==> config.mk <==
export PLATFORM = sky130hd
export DESIGN_NAME = fetch_arb_flat
export DESIGN_NICKNAME = d
export VERILOG_FILES = /design/src/rtl/fetch_arb_if.sv /design/src/rtl/fetch_arb.sv /design/src/flat_wrapper.sv
export SDC_FILE = /design/constraint.sdc
export NUM_CORES = 1
export LEC_CHECK = 0
export CAP_MARGIN = 20
export CORE_MARGIN = 2
export CORE_UTILIZATION = 29
export DETAILED_ROUTE_END_ITERATION = 8
export PLACE_DENSITY = 0.79
export SYNTH_ARGS = -nofsm -noshare
export SYNTH_HDL_FRONTEND = slang
export SYNTH_SLANG_ARGS = --single-unit
export TNS_END_PERCENT = 20
==> constraint.sdc <==
create_clock -name clk -period 2.2 [get_ports clk]
set_clock_uncertainty 0.2 [all_clocks]
set_input_delay 0.44 -clock clk [delete_from_list [all_inputs] [get_ports clk]]
set_output_delay 0.44 -clock clk [all_outputs]
set_load 0.005 [all_outputs]
==> src/rtl/fetch_arb_if.sv <==
// Fetch-request bus shared by the read/write controllers, the line-fetch engine and the arbiter.
interface fetch_arb_if #(
    parameter int unsigned addr_width = 32,
    parameter int unsigned list_depth = 4
);
    localparam int unsigned TW = (list_depth > 1) ? $clog2(list_depth) : 1;

    // Read controller side
    logic                  rd_fetch_req;
    logic [1:0]            rd_fetch_cmd;
    logic [TW-1:0]         rd_fetch_tag;
    logic [addr_width-1:0] rd_fetch_addr;
    logic [addr_width-1:0] rd_fetch_addr_pre;
    logic                  rd_fetch_gnt;
    logic                  rd_fetch_done;

    // Write controller side
    logic                  wr_fetch_req;
    logic [1:0]            wr_fetch_cmd;
    logic [TW-1:0]         wr_fetch_tag;
    logic [addr_width-1:0] wr_fetch_addr;
    logic [addr_width-1:0] wr_fetch_addr_pre;
    logic                  wr_fetch_gnt;
    logic                  wr_fetch_done;

    // Fetch engine side
    logic                  eng_req;
    logic [1:0]            eng_cmd;
    logic [TW-1:0]         eng_tag;
    logic [addr_width-1:0] eng_addr;
    logic [addr_width-1:0] eng_addr_pre;
    logic                  eng_gnt;
    logic                  eng_done;

    // Status
    logic                  arb_busy;
    logic                  err_timeout;
    logic                  err_spurious;

    // Arbiter view
    modport slave (
        input  rd_fetch_req, rd_fetch_cmd, rd_fetch_tag, rd_fetch_addr, rd_fetch_addr_pre,
        output rd_fetch_gnt, rd_fetch_done,
        input  wr_fetch_req, wr_fetch_cmd, wr_fetch_tag, wr_fetch_addr, wr_fetch_addr_pre,
        output wr_fetch_gnt, wr_fetch_done,
        output eng_req, eng_cmd, eng_tag, eng_addr, eng_addr_pre,
        input  eng_gnt, eng_done,
        output arb_busy, err_timeout, err_spurious
    );

    // Requester/engine view
    modport master (
        output rd_fetch_req, rd_fetch_cmd, rd_fetch_tag, rd_fetch_addr, rd_fetch_addr_pre,
        input  rd_fetch_gnt, rd_fetch_done,
        output wr_fetch_req, wr_fetch_cmd, wr_fetch_tag, wr_fetch_addr, wr_fetch_addr_pre,
        input  wr_fetch_gnt, wr_fetch_done,
        input  eng_req, eng_cmd, eng_tag, eng_addr, eng_addr_pre,
        output eng_gnt, eng_done,
        input  arb_busy, err_timeout, err_spurious
    );
endinterface

==> src/rtl/fetch_arb.sv <==
// Round-robin arbiter sharing one line-fetch engine between the read and write controllers.
module fetch_arb #(
    parameter int unsigned addr_width     = 32,
    parameter int unsigned list_depth     = 4,
    parameter int unsigned timeout_cycles = 1024
) (
    input  logic      clk,
    input  logic      rst,
    fetch_arb_if.slave bus
);
    localparam int unsigned TW = (list_depth > 1) ? $clog2(list_depth) : 1;
    localparam int unsigned CW = (timeout_cycles > 0) ? $clog2(timeout_cycles + 1) : 1;

    typedef enum logic [1:0] {
        ST_IDLE = 2'd0,
        ST_REQ  = 2'd1,
        ST_BUSY = 2'd2
    } state_e;

    typedef enum logic {
        OWN_RD = 1'b0,
        OWN_WR = 1'b1
    } owner_e;

    state_e          state_q;
    owner_e          owner_q;
    owner_e          last_q;
    owner_e          winner_c;
    logic [CW-1:0]   cnt_q;
    logic [CW-1:0]   cnt_d;
    logic            tmo_hit_c;
    logic            err_timeout_q;
    logic            err_spurious_q;

    logic                  eng_req_c;
    logic [1:0]            eng_cmd_c;
    logic [TW-1:0]         eng_tag_c;
    logic [addr_width-1:0] eng_addr_c;
    logic [addr_width-1:0] eng_addr_pre_c;
    logic                  rd_gnt_c;
    logic                  wr_gnt_c;
    logic                  rd_done_c;
    logic                  wr_done_c;

    // Pick the winner: a lone requester wins, on a tie the one not served last wins.
    always_comb begin
        winner_c = OWN_RD;
        if (bus.rd_fetch_req && bus.wr_fetch_req) begin
            winner_c = (last_q == OWN_RD) ? OWN_WR : OWN_RD;
        end else if (bus.wr_fetch_req) begin
            winner_c = OWN_WR;
        end
    end

    // Saturating BUSY-cycle count and the point at which it reaches the timeout.
    always_comb begin
        cnt_d     = cnt_q;
        tmo_hit_c = 1'b0;
        if (timeout_cycles != 0) begin
            if (cnt_q != CW'(timeout_cycles)) begin
                cnt_d = cnt_q + CW'(1);
            end
            tmo_hit_c = (cnt_d == CW'(timeout_cycles));
        end
    end

    // Arbitration FSM with ownership, round-robin history, timeout counter and sticky errors.
    always_ff @(posedge clk) begin
        if (rst) begin
            state_q        <= ST_IDLE;
            owner_q        <= OWN_RD;
            last_q         <= OWN_WR;
            cnt_q          <= '0;
            err_timeout_q  <= 1'b0;
            err_spurious_q <= 1'b0;
        end else begin
            if (bus.eng_done && (state_q != ST_BUSY)) begin
                err_spurious_q <= 1'b1;
            end
            case (state_q)
                ST_IDLE: begin
                    if (bus.rd_fetch_req || bus.wr_fetch_req) begin
                        owner_q <= winner_c;
                        state_q <= ST_REQ;
                    end
                end
                ST_REQ: begin
                    if (bus.eng_gnt) begin
                        cnt_q   <= '0;
                        state_q <= ST_BUSY;
                    end
                end
                ST_BUSY: begin
                    cnt_q <= cnt_d;
                    if (bus.eng_done) begin
                        last_q  <= owner_q;
                        state_q <= ST_IDLE;
                    end else if (tmo_hit_c) begin
                        err_timeout_q <= 1'b1;
                    end
                end
                default: begin
                    state_q <= ST_IDLE;
                end
            endcase
        end
    end

    // Forward the owner's live request to the engine and route grant/done pulses back.
    always_comb begin
        eng_req_c      = 1'b0;
        eng_cmd_c      = '0;
        eng_tag_c      = '0;
        eng_addr_c     = '0;
        eng_addr_pre_c = '0;
        rd_gnt_c       = 1'b0;
        wr_gnt_c       = 1'b0;
        rd_done_c      = 1'b0;
        wr_done_c      = 1'b0;
        case (state_q)
            ST_REQ: begin
                eng_req_c = 1'b1;
                if (owner_q == OWN_RD) begin
                    eng_cmd_c      = bus.rd_fetch_cmd;
                    eng_tag_c      = bus.rd_fetch_tag;
                    eng_addr_c     = bus.rd_fetch_addr;
                    eng_addr_pre_c = bus.rd_fetch_addr_pre;
                    rd_gnt_c       = bus.eng_gnt;
                end else begin
                    eng_cmd_c      = bus.wr_fetch_cmd;
                    eng_tag_c      = bus.wr_fetch_tag;
                    eng_addr_c     = bus.wr_fetch_addr;
                    eng_addr_pre_c = bus.wr_fetch_addr_pre;
                    wr_gnt_c       = bus.eng_gnt;
                end
            end
            ST_BUSY: begin
                rd_done_c = bus.eng_done && (owner_q == OWN_RD);
                wr_done_c = bus.eng_done && (owner_q == OWN_WR);
            end
            default: begin
            end
        endcase
    end

    assign bus.eng_req       = eng_req_c;
    assign bus.eng_cmd       = eng_cmd_c;
    assign bus.eng_tag       = eng_tag_c;
    assign bus.eng_addr      = eng_addr_c;
    assign bus.eng_addr_pre  = eng_addr_pre_c;
    assign bus.rd_fetch_gnt  = rd_gnt_c;
    assign bus.wr_fetch_gnt  = wr_gnt_c;
    assign bus.rd_fetch_done = rd_done_c;
    assign bus.wr_fetch_done = wr_done_c;
    assign bus.arb_busy      = (state_q != ST_IDLE);
    assign bus.err_timeout   = err_timeout_q;
    assign bus.err_spurious  = err_spurious_q;

endmodule
==> src/flat_wrapper.sv <==
// flat-port wrapper written by rule: the top's interface ports become plain ports
module fetch_arb_flat 
#(
    parameter int unsigned addr_width     = 32,
    parameter int unsigned list_depth     = 4,
    parameter int unsigned timeout_cycles = 1024
)
  (clk, rst, bus_rd_fetch_req, bus_rd_fetch_cmd, bus_rd_fetch_tag, bus_rd_fetch_addr, bus_rd_fetch_addr_pre, bus_rd_fetch_gnt, bus_rd_fetch_done, bus_wr_fetch_req, bus_wr_fetch_cmd, bus_wr_fetch_tag, bus_wr_fetch_addr, bus_wr_fetch_addr_pre, bus_wr_fetch_gnt, bus_wr_fetch_done, bus_eng_req, bus_eng_cmd, bus_eng_tag, bus_eng_addr, bus_eng_addr_pre, bus_eng_gnt, bus_eng_done, bus_arb_busy, bus_err_timeout, bus_err_spurious);
  fetch_arb_if #(.addr_width(addr_width), .list_depth(list_depth)) bus_i ();
  input  logic clk;
  input  logic rst;
  input wire logic [$bits(bus_i.rd_fetch_req)-1:0] bus_rd_fetch_req;
  input wire logic [$bits(bus_i.rd_fetch_cmd)-1:0] bus_rd_fetch_cmd;
  input wire logic [$bits(bus_i.rd_fetch_tag)-1:0] bus_rd_fetch_tag;
  input wire logic [$bits(bus_i.rd_fetch_addr)-1:0] bus_rd_fetch_addr;
  input wire logic [$bits(bus_i.rd_fetch_addr_pre)-1:0] bus_rd_fetch_addr_pre;
  output wire logic [$bits(bus_i.rd_fetch_gnt)-1:0] bus_rd_fetch_gnt;
  output wire logic [$bits(bus_i.rd_fetch_done)-1:0] bus_rd_fetch_done;
  input wire logic [$bits(bus_i.wr_fetch_req)-1:0] bus_wr_fetch_req;
  input wire logic [$bits(bus_i.wr_fetch_cmd)-1:0] bus_wr_fetch_cmd;
  input wire logic [$bits(bus_i.wr_fetch_tag)-1:0] bus_wr_fetch_tag;
  input wire logic [$bits(bus_i.wr_fetch_addr)-1:0] bus_wr_fetch_addr;
  input wire logic [$bits(bus_i.wr_fetch_addr_pre)-1:0] bus_wr_fetch_addr_pre;
  output wire logic [$bits(bus_i.wr_fetch_gnt)-1:0] bus_wr_fetch_gnt;
  output wire logic [$bits(bus_i.wr_fetch_done)-1:0] bus_wr_fetch_done;
  output wire logic [$bits(bus_i.eng_req)-1:0] bus_eng_req;
  output wire logic [$bits(bus_i.eng_cmd)-1:0] bus_eng_cmd;
  output wire logic [$bits(bus_i.eng_tag)-1:0] bus_eng_tag;
  output wire logic [$bits(bus_i.eng_addr)-1:0] bus_eng_addr;
  output wire logic [$bits(bus_i.eng_addr_pre)-1:0] bus_eng_addr_pre;
  input wire logic [$bits(bus_i.eng_gnt)-1:0] bus_eng_gnt;
  input wire logic [$bits(bus_i.eng_done)-1:0] bus_eng_done;
  output wire logic [$bits(bus_i.arb_busy)-1:0] bus_arb_busy;
  output wire logic [$bits(bus_i.err_timeout)-1:0] bus_err_timeout;
  output wire logic [$bits(bus_i.err_spurious)-1:0] bus_err_spurious;
  assign bus_i.rd_fetch_req = bus_rd_fetch_req;
  assign bus_i.rd_fetch_cmd = bus_rd_fetch_cmd;
  assign bus_i.rd_fetch_tag = bus_rd_fetch_tag;
  assign bus_i.rd_fetch_addr = bus_rd_fetch_addr;
  assign bus_i.rd_fetch_addr_pre = bus_rd_fetch_addr_pre;
  assign bus_rd_fetch_gnt = bus_i.rd_fetch_gnt;
  assign bus_rd_fetch_done = bus_i.rd_fetch_done;
  assign bus_i.wr_fetch_req = bus_wr_fetch_req;
  assign bus_i.wr_fetch_cmd = bus_wr_fetch_cmd;
  assign bus_i.wr_fetch_tag = bus_wr_fetch_tag;
  assign bus_i.wr_fetch_addr = bus_wr_fetch_addr;
  assign bus_i.wr_fetch_addr_pre = bus_wr_fetch_addr_pre;
  assign bus_wr_fetch_gnt = bus_i.wr_fetch_gnt;
  assign bus_wr_fetch_done = bus_i.wr_fetch_done;
  assign bus_eng_req = bus_i.eng_req;
  assign bus_eng_cmd = bus_i.eng_cmd;
  assign bus_eng_tag = bus_i.eng_tag;
  assign bus_eng_addr = bus_i.eng_addr;
  assign bus_eng_addr_pre = bus_i.eng_addr_pre;
  assign bus_i.eng_gnt = bus_eng_gnt;
  assign bus_i.eng_done = bus_eng_done;
  assign bus_arb_busy = bus_i.arb_busy;
  assign bus_err_timeout = bus_i.err_timeout;
  assign bus_err_spurious = bus_i.err_spurious;
  fetch_arb #(.addr_width(addr_width), .list_depth(list_depth), .timeout_cycles(timeout_cycles)) u_core (.clk(clk), .rst(rst), .bus(bus_i));
endmodule
## Yosys cells after proc, flatten, opt, wreduce, memory -nomap -nowiden

Index checks and enable logic that the tools add are counted.

| operators by class | value |
|---|---|
| bitwise gates (word level) | 2 |
| equal/unequal tests | 8 |
| add/subtract/negate cells | 1 |
| reduce and logical (&&, ||, !) cells | 13 |
| mux-type cells | 25 |

Operator list:

| cell | count |
|---|---|
| $mux 32 | 4 |
| $mux 11 | 2 |
| $pmux 11 s2 | 1 |
| $mux 2 | 7 |
| $add 11x1->11 const B | 1 |
| $eq 11x11->1 const B | 1 |
| $ne 11x11->1 const B | 1 |
| $mux 1 | 10 |
| $ne 2x2->1 const B | 3 |
| $pmux 2 s3 | 1 |
| $reduce_and 2->1 | 3 |
| $reduce_and 3->1 | 2 |
| $logic_and 1x1->1 | 4 |
| $reduce_bool 2->1 | 2 |
| $eq 2x1->1 const B | 1 |
| $eq 2x2->1 const B | 1 |
| $logic_not 2->1 | 1 |
| $ne 2x1->1 const B | 1 |
| $not 1->1 | 2 |
| $logic_or 1x1->1 | 1 |

| word-level totals | value |
|---|---|
| output and inout bits | 76 |
| register bits | 17 |
| bits of input ports | 142 |

## Depth between registers and ports, before layout

| depth | value |
|---|---|
| word-level depth | 4 |
| gate-level depth with buffers | 8 |
| mapped depth without buffers | 7 |

## Worst setup path before layout

Ideal clock, no wire load.

| timing | value |
|---|---|
| path type | reg2reg |
| from | register u_core.cnt_q[0] |
| to | register u_core.cnt_q[2] |
| setup slack | 289 ps |
| data required time | 1929 ps |
| setup time | 71 ps |
| arrival time | 1640 ps |
| stages on the path, launching flop included | 8 |
| clock period less this slack | 1911 ps |
| buffers on the path | 1 |
| cell sequence | dfxtp_1 > inv_1 > ha_1 > nor4bb_1 > and3_1 > clkbuf_1 > or4_1 > a21oi_1 |

| between the ends | value |
|---|---|
| longest elaborated chain between the ends | 3 |

RTL lines:

| item | RTL line | RTL |
|---|---|---|
| start: declaration | fetch_arb.sv:29 | `logic [CW-1:0] cnt_q;` |
| start signal: assignment | fetch_arb.sv:94 | `cnt_q <= cnt_d;` |
| $add 11x1->11 or $ne 11x11->1 (tied branches) | fetch_arb.sv:61, fetch_arb.sv:60 |  |
| $mux 11 (*) | fetch_arb.sv:60 | `if (cnt_q != CW'(timeout_cycles)) begin` |
| $pmux 11 s2 (*) | fetch_arb.sv:80 | `case (state_q)` |

Mark *: on every way between the ends. The rest lies on a longest branch, timed or not.
A chain may end at the register's enable or synchronous reset.

## Final worst setup path

| timing | value |
|---|---|
| from | register u_core.owner_q |
| to | output port bus_wr_fetch_done |

| between the ends | value |
|---|---|
| longest elaborated chain between the ends | 2 |

RTL lines:

| item | RTL line | RTL |
|---|---|---|
| start: declaration | fetch_arb.sv:26 | `owner_e owner_q;` |
| start signal: assignment | fetch_arb.sv:83 | `owner_q <= winner_c;` |
| $logic_and 1x1->1 | fetch_arb.sv:139 | `wr_done_c = bus.eng_done && (owner_q == OWN_WR);` |
| $mux 1 | fetch_arb.sv:120 | `case (state_q)` |
| end: declaration | flat_wrapper.sv:25 | `output wire logic [$bits(bus_i.wr_fetch_done)-1:0] bus_wr_fetch_done;` |

No other way between the ends.

==> results.json <==
{
  "num_antenna_cells": 0,
  "async_flop_share_pct": 0,
  "grt_pass1_vias": 2988,
  "clkSlewWorstSetupHoldPaths_ns": 0.07,
  "max_slew.worst_pin.slew_ns": 0.567,
  "fmax_mhz": 445,
  "numPortBuffers": 217,
  "power.total_mw": 1.41,
  "setup_violations": 3,
  "viasPerCell": 4.96,
  "synthesis.area_mm2": 0.00205,
  "layout-area-overhead-vs-synth_pct": 127,
  "hold_depth": 2,
  "rrSetupSlack_ns": 0.17,
  "synthCells": 287,
  "yosys.area.top_type": "mux2i_1",
  "fin_nets": 668,
  "grt_max_degree": 30,
  "dieWidth_um": 88.1,
  "drt_wl_total_um": 11300,
  "status": "finished with violations",
  "worstSetupPathType": "reg2out",
  "pwr_density_cell_mw_per_mm2": 303,
  "synth-warning-count": 0,
  "grt_use_total_pct": 27.7,
  "dpl.hpwl_um": 9130,
  "synth_compound_area_share_pct": 12.5,
  "intPower_mw": 0.969,
  "initial_core_util_pct": 30.0,
  "clk_latency_ns": 0.25,
  "p_sw_mw": 0.443,
  "dp.cells": 595,
  "clock_sinks": 17,
  "cts-buffers-inserted": 3,
  "io_pins": 218,
  "final.setup.tns_ns": -0.0852,
  "slew_headroom_pct": 62.2,
  "grt_pass1_wl_um": 16100,
  "pwr-share-comb_pct": 59.8,
  "clock_power_share_pct": 17.0,
  "busiest_layer": "met2",
  "antenna_found_initial": 1,
  "syn_area_per_cell_um2": 7.14,
  "drc": 0,
  "p_leak_nw": 2.21,
  "rsz0062_at_grt": "true",
  "synth_ff_type": "dfxtp_1",
  "cts.path.max_buffers": 2,
  "dpl_worst_slack_ns": -0.151,
  "hold_class": "reg2reg",
  "finalCritPeriodShare_pct": 102,
  "ys_seq_area_share_pct": 16.6,
  "hold_viol_final": 0,
  "yosysUniqueCellTypes": 41,
  "r2r_start": "u_core.cnt_q[0]",
  "synth_top_family_by_area": "multiplexers",
  "wire_per_inst_um": 18.3,
  "syn_nets": 431,
  "ant_nets": 0,
  "rows": 30,
  "drt_first_pass_iters": 5,
  "cp-startpoint": "u_core.owner_q",
  "grt_use_met1_pct": 38.3,
  "power_frac_seq_pct": 23.2,
  "layout_setup_ws_ns": -0.0484,
  "vias": 3070,
  "dieArea_mm2": 0.00776,
  "use_met3_pct": 9.33,
  "final_cells": 619,
  "cts_tree": "done",
  "post_route_cells_drive_above_1_share_pct": 10.5,
  "worstPathRequired_ns": 1.56,
  "p_sw_share_pct": 31.4,
  "synth_common_cells": "nor2_1, mux2i_1, dfxtp_1, a21oi_1, buf_2",
  "cp-start-kind": "register",
  "maxSlewViolCount": 0,
  "fin_area_mm2": 0.00465,
  "r2r-end": "u_core.bus.err_timeout",
  "synth_top_area_share_pct": 33.7,
  "end_kind": "output port",
  "die_h_um": 88.1,
  "drt_iter0_drc": 132,
  "arrival_ns": 1.61,
  "yosys.area_share.simple_pct": 29.3,
  "cp_max_fo": 7,
  "utilization_pct": 68.1,
  "period_needed_ns": 2.25,
  "endpoint": "bus_wr_fetch_done",
  "ir_drop_mv": 0.160,
  "rr_worst_depth": 6,
  "routabilityCongestion": 0.940,
  "maxCapViolations": 0,
  "synth.most_common_cell": "nor2_1",
  "htree_levels": 1,
  "violations": "setup timing",
  "cts_hold_buf": 0,
  "synth-seq-cells": 17,
  "synthXorXnorAreaFrac_pct": 0.427,
  "grt_use_met2_pct": 41.8,
  "gr-total-overflow": 0,
  "dpl-instance-area_mm2": 0.00444,
  "cts-root-buf": "clkbuf_8",
  "hold_slack_ns": 0.271,
  "synth_area_leaders": "mux2i_1, dfxtp_1, nor2_1",
  "core_mm2": 0.00683,
  "synth-adder-area-share_pct": 1.22,
  "synth-edff-count": 0,
  "synthMuxAreaShare_pct": 33.7
}
-- cell type report --
| cell class | instances | area (um^2) |
|---|---|---|
| Fill cell | 595 | 2180 |
| Timing Repair Buffer | 255 | 2490 |
| Sequential cell | 17 | 345 |
| Tap cell | 96 | 120 |
| Multi-Input combinational cell | 242 | 1630 |
| Clock buffer | 4 | 45.0 |
| Inverter | 5 | 18.8 |
-- cells by family after synthesis --
logic type	count (synthesis)
AND/OR/NAND/NOR	132
AO/OA/AOI/OAI	38
XOR/XNOR	1
multiplexers	69
flip-flops	17
buffers and inverters	28
adder cells (fa/ha/maj)	2
-- per-layer routing --
metal / vias up / part of all wire (%)
met2: 186 / 43
met1: 1386 / 43
met4: 2 / 2.1
li1: 1474 / -
met3: 22 / 12
met5: - / 0.11
-- worst min-delay path by stage --
stage,from,endpoint,slack [ns]
3_5_place_dp,u_core.bus.err_timeout,u_core.bus.err_timeout,0.26
2_1_floorplan,u_core.last_q,u_core.last_q,0.24
6_report,u_core.bus.err_timeout,u_core.bus.err_timeout,0.27
3_3_place_gp,u_core.bus.err_spurious,u_core.bus.err_spurious,0.26
4_1_cts,u_core.bus.err_timeout,u_core.bus.err_timeout,0.28
5_1_grt,u_core.bus.err_timeout,u_core.bus.err_timeout,0.29
-- sequential cells by signal (all words and copies together) (netlist names) --
signal / cells
u_core.last_q: 1
u_core.bus.err_timeout: 1
u_core.bus.err_spurious: 1
u_core.state_q: 2
u_core.owner_q: 1
u_core.cnt_q: 11
-- worst max-delay path, cell delays in order, from the launching register on --
cell	delay, ns
dfxtp_4	0.40
buf_4	0.17
buf_4	0.13
and3_4	0.17
clkdlybuf4s50_1	0.49
-- power by group through the flow --
stage          logic, mW  registers [mW]  clock network [mW]
2_1_floorplan      0.276           0.330                   0
3_3_place_gp       0.836           0.337                   0
3_5_place_dp       0.842           0.337                   0
4_1_cts            0.805           0.329               0.248
5_1_grt            0.902           0.328               0.254
6_report           0.845           0.327               0.240
-- layout by cell type (no fill, tap or decap), types with 6 or more instances in the layout --
master and count:
buf_12 6, dlymetal6s2s_1 15, dlygate4sd2_1 64, mux2i_1 66, o21ai_0 9, nand2_1 11
clkdlybuf4s50_1 138, dfxtp_1 15, nor3_1 9, nor2_1 87, a21oi_1 14, buf_4 31
-- what timing repair did --
action,in CTS,in global routing
resized for setup,72,23
endpoints found under the setup margin,72,19
setup buffers,4,16
Note: power is estimated with default switching activity, not from simulation.
